===== src/rtl/timer_scheduler_pkg.sv =====
// Shared types and constants for the 1 Hz countdown scheduler.
package timer_scheduler_pkg;

  typedef enum logic [1:0] {
    StIdle,
    StLookup,
    StRun,
    StDone
  } state_e;

  typedef enum logic {
    OwnerFsm  = 1'b0,
    OwnerWalk = 1'b1
  } owner_e;

  localparam logic [1:0] IntMainGreen = 2'd0;
  localparam logic [1:0] IntSideGreen = 2'd1;
  localparam logic [1:0] IntYellow    = 2'd2;
  localparam logic [1:0] IntWalk      = 2'd3;

endpackage


===== src/rtl/timer_scheduler_countdown_core.sv =====
// Loadable down-counter; saturates at zero and flags expiry on the last tick.
module timer_scheduler_countdown_core #(
  parameter int unsigned WIDTH = 4
) (
  input  logic             clk,
  input  logic             Reset_Sync_n,
  input  logic             clear,
  input  logic             load,
  input  logic [WIDTH-1:0] load_value,
  input  logic             tick,
  output logic [WIDTH-1:0] remaining,
  output logic             expire
);

  logic [WIDTH-1:0] count_q, count_d;

  // Clear beats load beats tick: a pre-empted or cancelled count is simply dropped.
  always_comb begin
    count_d = count_q;
    if (clear) begin
      count_d = '0;
    end else if (load) begin
      count_d = load_value;
    end else if (tick && (count_q != '0)) begin
      count_d = count_q - WIDTH'(1);
    end
  end

  always_ff @(posedge clk) begin
    if (!Reset_Sync_n) begin
      count_q <= '0;
    end else begin
      count_q <= count_d;
    end
  end

  // A zero load expires immediately; otherwise expiry is the tick that takes 1 to 0.
  assign expire    = (count_q == '0) || (tick && (count_q == WIDTH'(1)));
  assign remaining = count_q;

endmodule


===== src/rtl/timer_scheduler.sv =====
// Arbitrates the shared 1 Hz countdown between the light FSM (priority) and the walk display.
module timer_scheduler
  import timer_scheduler_pkg::*;
#(
  parameter int unsigned WIDTH      = 4,
  parameter int unsigned LOOKUP_LAT = 1
) (
  input  logic             clk,
  input  logic             Reset_Sync_n,
  input  logic             oneHz_enable,
  input  logic             req0,
  input  logic [1:0]       int0,
  input  logic             req1,
  input  logic [1:0]       int1,
  input  logic [WIDTH-1:0] value_in,
  output logic [1:0]       interval_out,
  output logic             gnt0,
  output logic             gnt1,
  output logic             done0,
  output logic             done1,
  output logic             abort1,
  output logic [WIDTH-1:0] remaining,
  output logic             busy
);

  localparam logic [1:0] LatLast = 2'(LOOKUP_LAT - 1);

  state_e     state_q, state_d;
  owner_e     owner_q, owner_d;
  logic [1:0] lat_q, lat_d;
  logic [1:0] ival_q, ival_d;

  logic       req_own, preempt, load, clear, dec, expire;
  logic       busy_d, gnt0_d, gnt1_d, done0_d, done1_d, abort1_d;
  logic [1:0] ival_out_d;

  assign req_own = (owner_q == OwnerFsm) ? req0 : req1;
  assign dec     = (state_q == StRun) && oneHz_enable;

  always_ff @(posedge clk) begin
    if (!Reset_Sync_n) begin
      state_q      <= StIdle;
      owner_q      <= OwnerFsm;
      lat_q        <= '0;
      ival_q       <= IntMainGreen;
      interval_out <= IntMainGreen;
      gnt0         <= 1'b0;
      gnt1         <= 1'b0;
      done0        <= 1'b0;
      done1        <= 1'b0;
      abort1       <= 1'b0;
      busy         <= 1'b0;
    end else begin
      state_q      <= state_d;
      owner_q      <= owner_d;
      lat_q        <= lat_d;
      ival_q       <= ival_d;
      interval_out <= ival_out_d;
      gnt0         <= gnt0_d;
      gnt1         <= gnt1_d;
      done0        <= done0_d;
      done1        <= done1_d;
      abort1       <= abort1_d;
      busy         <= busy_d;
    end
  end

  always_comb begin
    state_d = state_q;
    owner_d = owner_q;
    lat_d   = lat_q;
    ival_d  = ival_q;
    load    = 1'b0;
    clear   = 1'b0;
    preempt = 1'b0;
    unique case (state_q)
      StIdle: begin
        clear = 1'b1;
        if (req0) begin
          state_d = StLookup;
          owner_d = OwnerFsm;
          ival_d  = int0;
          lat_d   = '0;
        end else if (req1) begin
          state_d = StLookup;
          owner_d = OwnerWalk;
          ival_d  = int1;
          lat_d   = '0;
        end
      end
      StLookup, StRun: begin
        if ((owner_q == OwnerWalk) && req0) begin
          // Light FSM takes over; the walk count and any coincident tick are dropped.
          preempt = 1'b1;
          clear   = 1'b1;
          state_d = StLookup;
          owner_d = OwnerFsm;
          ival_d  = int0;
          lat_d   = '0;
        end else if (!req_own) begin
          clear   = 1'b1;
          state_d = StIdle;
        end else if (state_q == StLookup) begin
          if (lat_q == LatLast) begin
            load    = 1'b1;
            state_d = StRun;
          end else begin
            lat_d = lat_q + 2'd1;
          end
        end else if (expire) begin
          state_d = StDone;
        end
      end
      StDone: begin
        state_d = StIdle;
      end
      default: begin
        state_d = StIdle;
      end
    endcase
  end

  always_comb begin
    busy_d     = (state_d != StIdle);
    gnt0_d     = busy_d && (owner_d == OwnerFsm);
    gnt1_d     = busy_d && (owner_d == OwnerWalk);
    done0_d    = (state_d == StDone) && (owner_d == OwnerFsm);
    done1_d    = (state_d == StDone) && (owner_d == OwnerWalk);
    abort1_d   = preempt;
    ival_out_d = busy_d ? ival_d : IntMainGreen;
  end

  timer_scheduler_countdown_core #(
    .WIDTH(WIDTH)
  ) u_countdown_core (
    .clk         (clk),
    .Reset_Sync_n(Reset_Sync_n),
    .clear       (clear),
    .load        (load),
    .load_value  (value_in),
    .tick        (dec),
    .remaining   (remaining),
    .expire      (expire)
  );

endmodule


===== config.mk =====
export PLATFORM = sky130hd
export DESIGN_NAME = timer_scheduler
export DESIGN_NICKNAME = d
export VERILOG_FILES = /design/src/rtl/timer_scheduler_pkg.sv /design/src/rtl/timer_scheduler_countdown_core.sv /design/src/rtl/timer_scheduler.sv
export SDC_FILE = /design/constraint.sdc
export NUM_CORES = 1
export LEC_CHECK = 0
export CORE_MARGIN = 4
export CORE_UTILIZATION = 25
export DETAILED_ROUTE_END_ITERATION = 6
export GPL_ROUTABILITY_DRIVEN = 0
export PLACE_DENSITY = 0.47
export SYNTH_ARGS = -nofsm -noshare
export SYNTH_HDL_FRONTEND = slang
export SYNTH_SLANG_ARGS = --single-unit

===== constraint.sdc =====
create_clock -name clk -period 2.02 [get_ports clk]
set_input_delay 0.202 -clock clk [delete_from_list [all_inputs] [get_ports clk]]
set_output_delay 0.202 -clock clk [all_outputs]
set_load 0.02 [all_outputs]

# [Yosys cells after proc, flatten, opt, wreduce, memory -nomap -nowiden]
# Index checks and enable logic that the tools add are counted.
[totals] register_bits=19 latch_bits=0 mem_bits_rw=0 romBits=0 input_bits=13 output_inout_bits=12 wordCells=81 n_memories=0
[classes] add_sub_neg=2 mul=0 n_div=0 magnitude_cmp=0 eq_ne=9 n_shift=0 mux=35 bitwise_logic=2 reduce_logical=21
[op_table] operator="$mux W2" n=16
[op_table] operator="$mux W1" n=12
[op_table] operator="$ne A3 B3 Y1 const B" n=4
[op_table] operator="$logic_and A1 B1 Y1" n=8
[op_table] operator="$mux W4" n=2
[op_table] operator="$pmux W2 S2" n=2
[op_table] operator="$eq A2 B2 Y1 const B" n=3
[op_table] operator="$pmux W2 S3" n=1
[op_table] operator="$reduce_bool A2 Y1" n=3
[op_table] operator="$reduce_and A5 Y1" n=1
[op_table] operator="$eq A4 B1 Y1 const B" n=1
[op_table] operator="$logic_not A2 Y1" n=2
[op_table] operator="$logic_not A4 Y1" n=1
[op_table] operator="$pmux W1 S2" n=2
[op_table] operator="$reduce_and A2 Y1" n=2
[op_table] operator="$reduce_bool A4 Y1" n=1
[op_table] operator="$reduce_or A2 Y1" n=2
[op_table] operator="$sub A4 B1 Y4 const B" n=1
[op_table] operator="$add A2 B1 Y2 const B" n=1
[op_table] operator="$eq A2 B1 Y1 const B" n=1
[op_table] operator="$not A1 Y1" n=2
[op_table] operator="$logic_or A1 B1 Y1" n=1

# [Longest topological paths before layout]
# Gate-level depths: netlist of the first run.
[logic_depth] depth_word=11 mapped_depth=7 depth_no_buf=7

# [Hierarchy]
# A second synthesis of the first run with hierarchy kept.
[hier_totals] hier_cells=129 hier_area_um2=1119.8
[by_module_without_submodules] mod="timer_scheduler" n_inst=1 cells_per_inst=94 area_per_inst_um2=820.8 seq_area_each_um2=300.3
[by_module_without_submodules] mod="timer_scheduler_countdown_core" n_inst=1 cells_per_inst=35 area_per_inst_um2=299.0 seq_area_each_um2=80.1

# [Least setup slack after synthesis of the first run]
# No wires, ideal clock.
[synth_path] path_type="flip-flop to flip-flop" start="register state_q[0]" end="register interval_out[0]" setup_time_ps=115 arrival_time_ps=1510 required_ps=1905 path_slack_ps=394 stages_incl_launch_ff=8 path_buffers=0 synth_period_minus_slack_ps=1626 cell_sequence="dfxtp_1 inv_1 ha_1 nand2_1 a21boi_0 a32o_1 a32o_1 nor2b_1"
[synth_between] elab_chain_cells=11 word_cells_on_any_way=19 classes_between="3 x eq/ne; 9 x mux; 7 x reduce/logical"
[synth_rtl] item="start, declared" line="timer_scheduler.sv:28" text="state_e state_q, state_d;"
[synth_rtl] item="start signal, assigned" line="timer_scheduler.sv:42" text="state_q <= StIdle;"
[synth_rtl] item="start signal, assigned" line="timer_scheduler.sv:54" text="state_q <= state_d;"
[synth_rtl] item="$eq A2 B2 Y1" line="timer_scheduler.sv:38, timer_scheduler.sv:76"
[synth_rtl] item="$logic_and A1 B1 Y1" line="timer_scheduler.sv:38" text="assign dec = (state_q == StRun) && oneHz_enable;"
[synth_rtl] item="$logic_and A1 B1 Y1" line="timer_scheduler_countdown_core.sv:38" text="assign expire = (count_q == '0) || (tick && (count_q == WIDTH'(1)));"
[synth_rtl] item="$logic_or A1 B1 Y1" line="timer_scheduler_countdown_core.sv:38"
[synth_rtl] item="$mux W2" line="timer_scheduler.sv:110" text="end else if (expire) begin"
[synth_rtl] item="$mux W2" line="timer_scheduler.sv:103" text="end else if (state_q == StLookup) begin"
[synth_rtl] item="$mux W2" line="timer_scheduler.sv:100" text="end else if (!req_own) begin"
[synth_rtl] item="$mux W2" line="timer_scheduler.sv:92" text="if ((owner_q == OwnerWalk) && req0) begin"
[synth_rtl] item="$pmux W2 S3" line="timer_scheduler.sv:76" text="unique case (state_q)"
[synth_rtl] item="$reduce_bool A2 Y1" line="timer_scheduler.sv:124" text="busy_d = (state_d != StIdle);"
[synth_rtl] item="$reduce_and A2 Y1 (no line)"
[synth_rtl] item="end signal, assigned" line="timer_scheduler.sv:46" text="interval_out <= IntMainGreen;"
[synth_rtl] item="end signal, assigned" line="timer_scheduler.sv:58" text="interval_out <= ival_out_d;"
[synth_rtl] item="end, declared" line="timer_scheduler.sv:16" text="output logic [1:0] interval_out,"
# Several ways; a longest one is shown, not always the timed one.
# A chain may end at the register's enable or synchronous reset.

# [Worst setup path in the final report of the first run]
# Same ends and word-level chain as after synthesis.

==> results of run 1 <==
## sequential cells by signal (all words and copies together) (netlist names)
name and flops:
owner_q 1, ival_q 2, gnt0 1, lat_q 2
abort1 1, interval_out 2, state_q 2, done0 1
u_countdown_core.remaining 4, done1 1, gnt1 1, busy 1
## where the power goes
part | internal [mW] | switching, mW
Clock | 0.137 | 0.123
Sequential | 0.404 | 0.0181
Combinational | 0.133 | 0.160
Total | 0.674 | 0.300
## worst paths after layout
path	endpoint	depth (start not counted)	slack, ps
max	interval_out[0]	7	210
max reg2reg	interval_out[0]	7	210
min	lat_q[1]	2	480
min reg2reg	lat_q[1]	2	480
## worst max-delay path, cell delays in order, from the launching register on
cell	delay [ps]
dfxtp_1	410
inv_1	90
ha_1	410
nand2_1	110
a21boi_0	120
a32o_1	220
a32o_1	220
nor2b_1	120
## Yosys cell counts (2+ instances only)
master and n:
a211oi_1 3, a21oi_1 4, a32o_1 4, buf_4 2
dfxtp_1 19, ha_1 7, inv_1 8, mux2i_1 2
nand2_1 8, nand2b_1 2, nand3_1 2, nand4_1 3
nor2_1 12, nor2b_1 4, nor3_1 4, nor3b_2 2
o21ai_0 5, o221ai_1 2, xor2_1 2
## layer usage
layer  wire length [µm]  share of wire (%)  track usage (%)
met5                  0                  0                0
met4                 43                1.9             5.43
met3                 70                3.0             2.10
met2               1130                 49             16.6
met1               1070                 46             11.1
## metrics by stage
stage	hold slack, ps	worst slack, ps	power, mW	cells	util (%)
after global routing	513	3.15	1.04	189	36.2
after global placement	457	172	0.725	185	35.0
after detailed placement	476	178	0.723	185	35.0
after floorplan	346	394	0.620	112	-
after CTS	485	201	0.992	189	36.2
final	483	210	0.974	189	36.2
## final cells by class
type,instances,area (µm²)
Fill cell,392,2420
Multi-Input combinational cell,81,586
Sequential cell,19,380
Timing Repair Buffer,28,270
Tap cell,48,60.1
Clock buffer,3,41.3
Inverter,9,33.8
Clock inverter,1,5.00
## logic make-up after synthesis
logic type / Yosys count / share of synthesized area, %
AO/OA/AOI/OAI: 25 / 18.7
XOR/XNOR: 3 / 2.58
adder cells (fa/ha/maj): 8 / 9.57
buffers and inverters: 12 / 5.27
flip-flops: 19 / 37.3
multiplexers: 3 / 4.17
AND/OR/NAND/NOR: 42 / 22.5
==> metrics.txt, run 1 <==
status complete, no violations; Critical Path RT 2170 ps; type of the most critical hold path flop to flop; Mean Syn Cell Area 9.10 µm²; Total Neg Setup Slack 0 ps; layout cell share with drive strength beyond 1 12.1%; largest area contributor in the netlist dfxtp_1; commonest non-fill, non-tap cell in the layout clkdlybuf4s50_1; die width 71.9 µm; min Tclk post-route approximately 1800 ps; row count 22; Post-DP HPWL around 1.9 mm; Slew HR 71.1%; Setup Fix Bufs, Post-CTS 0; Clk pin slew, worst setup/hold paths 70 ps; Clock Path Buffers 2; dpl cell area 1330 µm²; vias per cell 4.69; IO Count 25; CTS tree done; DRT antenna net count 0; DRC viols 0; worst-path maximum fanout 8; gr usage total 9.71%; cts bufs inserted 3; Die H 71.9 µm; PostCTS Resize Cnt 0; Core Area between 3000 and 4000 µm²; CP Class flop to flop; VDD IR max 0.000310 V; CTS Hold Buffers Added 0; FFs w/ async S/R, synth 0%; Critical Path End Type flop; Final Hold Fails 0; post-route cell area 1380 µm²; vias in the first global route just over 900; Synth area leaders dfxtp_1 37%, ha_1 8.6%, nor2_1 4.4%; synthesized flop and latch total 19; grt ovf 0; Worst Min Path Start lat_q[1]; initial antenna violation count 0; first drt pass iteration count 4; Primary FF master, synth dfxtp_1; unrepaired setup endpoints after global routing false; Max Cap Viol 0; DRT iter0 DRCs 83; startpoint type of the worst setup path flop; Syn Nets roughly 130; Slew Limit Fails 0; fin crit share between 80 and 90%; PD cells 708 nW/µm²; cell area after synthesis 1020 µm²; reg2reg start state_q[0]; Area Overhead vs Synth 35.0%; Final Setup Violations 0; Least-Margin Pin Slew 433 ps; Post-synth EDFFs 0; H-tree depth 1; largest net degree at the start of global routing 12; die area 5160 µm²; port bufs 24; first-pass GRT wire length 3.96 mm; Yosys top cell area share 37.3%; Worst Skew approximately 0.97 ps; Layout Nets 162; Seq/Total Area, Yosys a little under two fifths; Sink Count 19; total vias in the final route 886; fmax around 0.55 GHz; cell leakage power 0.496 nW; Distinct cells, synth 36; Inserted Diodes 0; worst setup path start state_q[0]; DR WL/cell 12.2 µm; Ys Warns 0; crit path DAT roughly 2000 ps; clk_lat worst skew 250 ps; most frequent cells in the layout 24 x clkdlybuf4s50_1, 19 x dfxtp_1, 12 x nor2_1; initial cell density of the core 26.8%; cells after synthesis around 110; Clock Tree Root clkbuf_8; routed wire length ~2.3 mm
No activity file was read; power rests on OpenSTA's default activity.
==> run 2: changes to the inputs <==
- PLACE_DENSITY: 0.47 -> 0.55
==> run 2 against run 1 <==
Design area rose by 0.18%; clock-buffer cell count did not move; register-to-register slack got worse by 40 ps; critical endpoint unchanged; via count is 3.8% higher; die area unchanged; sequential cell count unchanged; core utilization increased by 0.066 points; first-iteration DRC count fell by 28%.
==> metrics.txt, run 2 (synthesis gave the netlist of run 1 again) <==
dpl cell area 1330 µm² (unchanged); total of fill cells in the finished design 391 (-0.26%); VDD IR max 0.000281 V (-9.6%); Setup Fix Bufs, Post-CTS 0 (unchanged); Least-Margin Pin Slew 431 ps (-2.02 ps); DRT antenna net count 0 (unchanged); PD cells 713 nW/µm² (+0.70%); FF/Latch Area 380 µm² (unchanged); type of the most critical hold path flop to flop; placed cells 185 (unchanged); initial cell density of the core 26.8% (unchanged); die area 5160 µm² (unchanged); Inserted Diodes 0 (unchanged); CP Class flop to flop; CTS tree done; DRT iter0 DRCs 60 (-28%); total vias in the final route 920 (+3.8%); fin crit share 91.6% (+2.0 points); DR WL/cell 12.4 µm (+1.6%); row count 22 (unchanged); number of flip-flops in the largest register 4 (unchanged); status complete, no violations; gr usage total 9.81% (+0.092 points); cell leakage power 0.496 nW (-0.13%); grt ovf 0 (unchanged); Final Setup Violations 0 (unchanged); Post-DP HPWL 1.85 mm (-1.0%); Clk pin slew, worst setup/hold paths 70 ps (about the same); largest net degree at the start of global routing 12 (unchanged); DRC viols 0 (unchanged); initial antenna violation count 0 (unchanged); most frequent cells in the layout 24 x clkdlybuf4s50_1, 19 x dfxtp_1, 12 x nor2_1; crit path DAT 2050 ps (+90 ps); commonest non-fill, non-tap cell in the layout clkdlybuf4s50_1; port bufs 24 (unchanged); fmax 0.541 GHz (-2.2%); Core Area 3800 µm² (unchanged); first-pass GRT wire length 3.95 mm (-0.18%); Final Hold Fails 0 (unchanged); cts bufs inserted 3 (unchanged); min Tclk post-route 1850 ps (+39.9 ps); Area Overhead vs Synth 35.2%; vias in the first global route 902 (-0.33%); Layout Nets 162 (unchanged); Slew HR 71.3% (+0.13 points); die width 71.9 µm (unchanged); Die H 71.9 µm (unchanged); Total Neg Setup Slack 0 ps (unchanged); r2r setup slk 170 ps (-40 ps); worst-path maximum fanout 8 (unchanged); multi-input logic area 588 µm² (+0.43%); routed wire length 2.35 mm (+1.6%); Critical Path RT 2220 ps (+50 ps); Worst Skew 0.874 ps (-0.0969 ps); post-route cell area 1380 µm² (+0.18%); Critical Path End Type flop; Clock Path Buffers 2 (unchanged); Max Cap Viol 0 (unchanged); unrepaired setup endpoints after global routing false; Finished Layout Cells 189 (unchanged); CTS Hold Buffers Added 0 (unchanged); first drt pass iteration count 4 (unchanged); startpoint type of the worst setup path flop; Sink Count 19 (unchanged); Clock Tree Root clkbuf_8; H-tree depth 1 (unchanged); Slew Limit Fails 0 (unchanged); clk_lat worst skew 260 ps (about the same); IO Count 25 (unchanged); layout cell share with drive strength beyond 1 12.8% (+0.71 points); vias per cell 4.87 (+3.8%)
[run 2: cell counts in the layout (fill, tap and decap cells not counted)]
No cell type changed its count.
[run 2: repair_timing]
item / CTS / global route
endpoints found under the setup margin: 0 / 3
resized for setup: 0 / 1
endpoints found under the hold margin: 0 / 0
[run 2: final cells by class]
type,instances,area share (%)
multi-input cells,81,42.6
flip-flops and latches,19,27.6
repair buffers,28,19.6
well taps,48,4.36
clock buffers,3,2.99
inverters,9,2.45
clock inverters,1,0.363
[run 2: path summary, 6_finish.rpt]
path | depth (start not counted) | end | startpoint
setup reg to reg | 7 | interval_out[0] | state_q[0]
hold / removal | 2 | lat_q[0] | lat_q[0]
setup / recovery | 7 | interval_out[0] | state_q[0]
hold reg to reg | 2 | lat_q[0] | lat_q[0]
[run 2: critical path, stage by stage (launching register included)]
cell and delay (ps):
dfxtp_1 410, inv_1 90, ha_2 410, nand2_1 80, a21boi_0 340, a32o_1 180
a32o_1 150, nor2b_1 130
[run 2: metal layers]
layer / part of all wire (%) / GRT usage (%) / wire, µm
met4: 3.3 / 6.47 / 77
met5: 0 / 0 / 0
met3: 3.6 / 1.96 / 84
met1: 42 / 11.0 / 999
met2: 51 / 16.6 / 1190
[run 2: stage by stage]
step / utilization [%] / hold slack (ps) / worst slack (ps) / total power [mW]
after floorplan: - / 346 / 394 / 0.620
after global placement: 35.0 / 453 / 169 / 0.716
after detailed placement: 35.0 / 471 / 155 / 0.721
after CTS: 36.2 / 482 / 164 / 0.993
after global routing: 36.3 / 500 / 23.1 / 1.05
final: 36.3 / 478 / 170 / 0.983
[run 2: report_power, final]
| group | total, mW | internal, mW | switching [mW] |
|---|---|---|---|
| combinational | 0.294 | 0.134 | 0.161 |
| clock | 0.268 | 0.137 | 0.130 |
| sequential | 0.421 | 0.404 | 0.0171 |
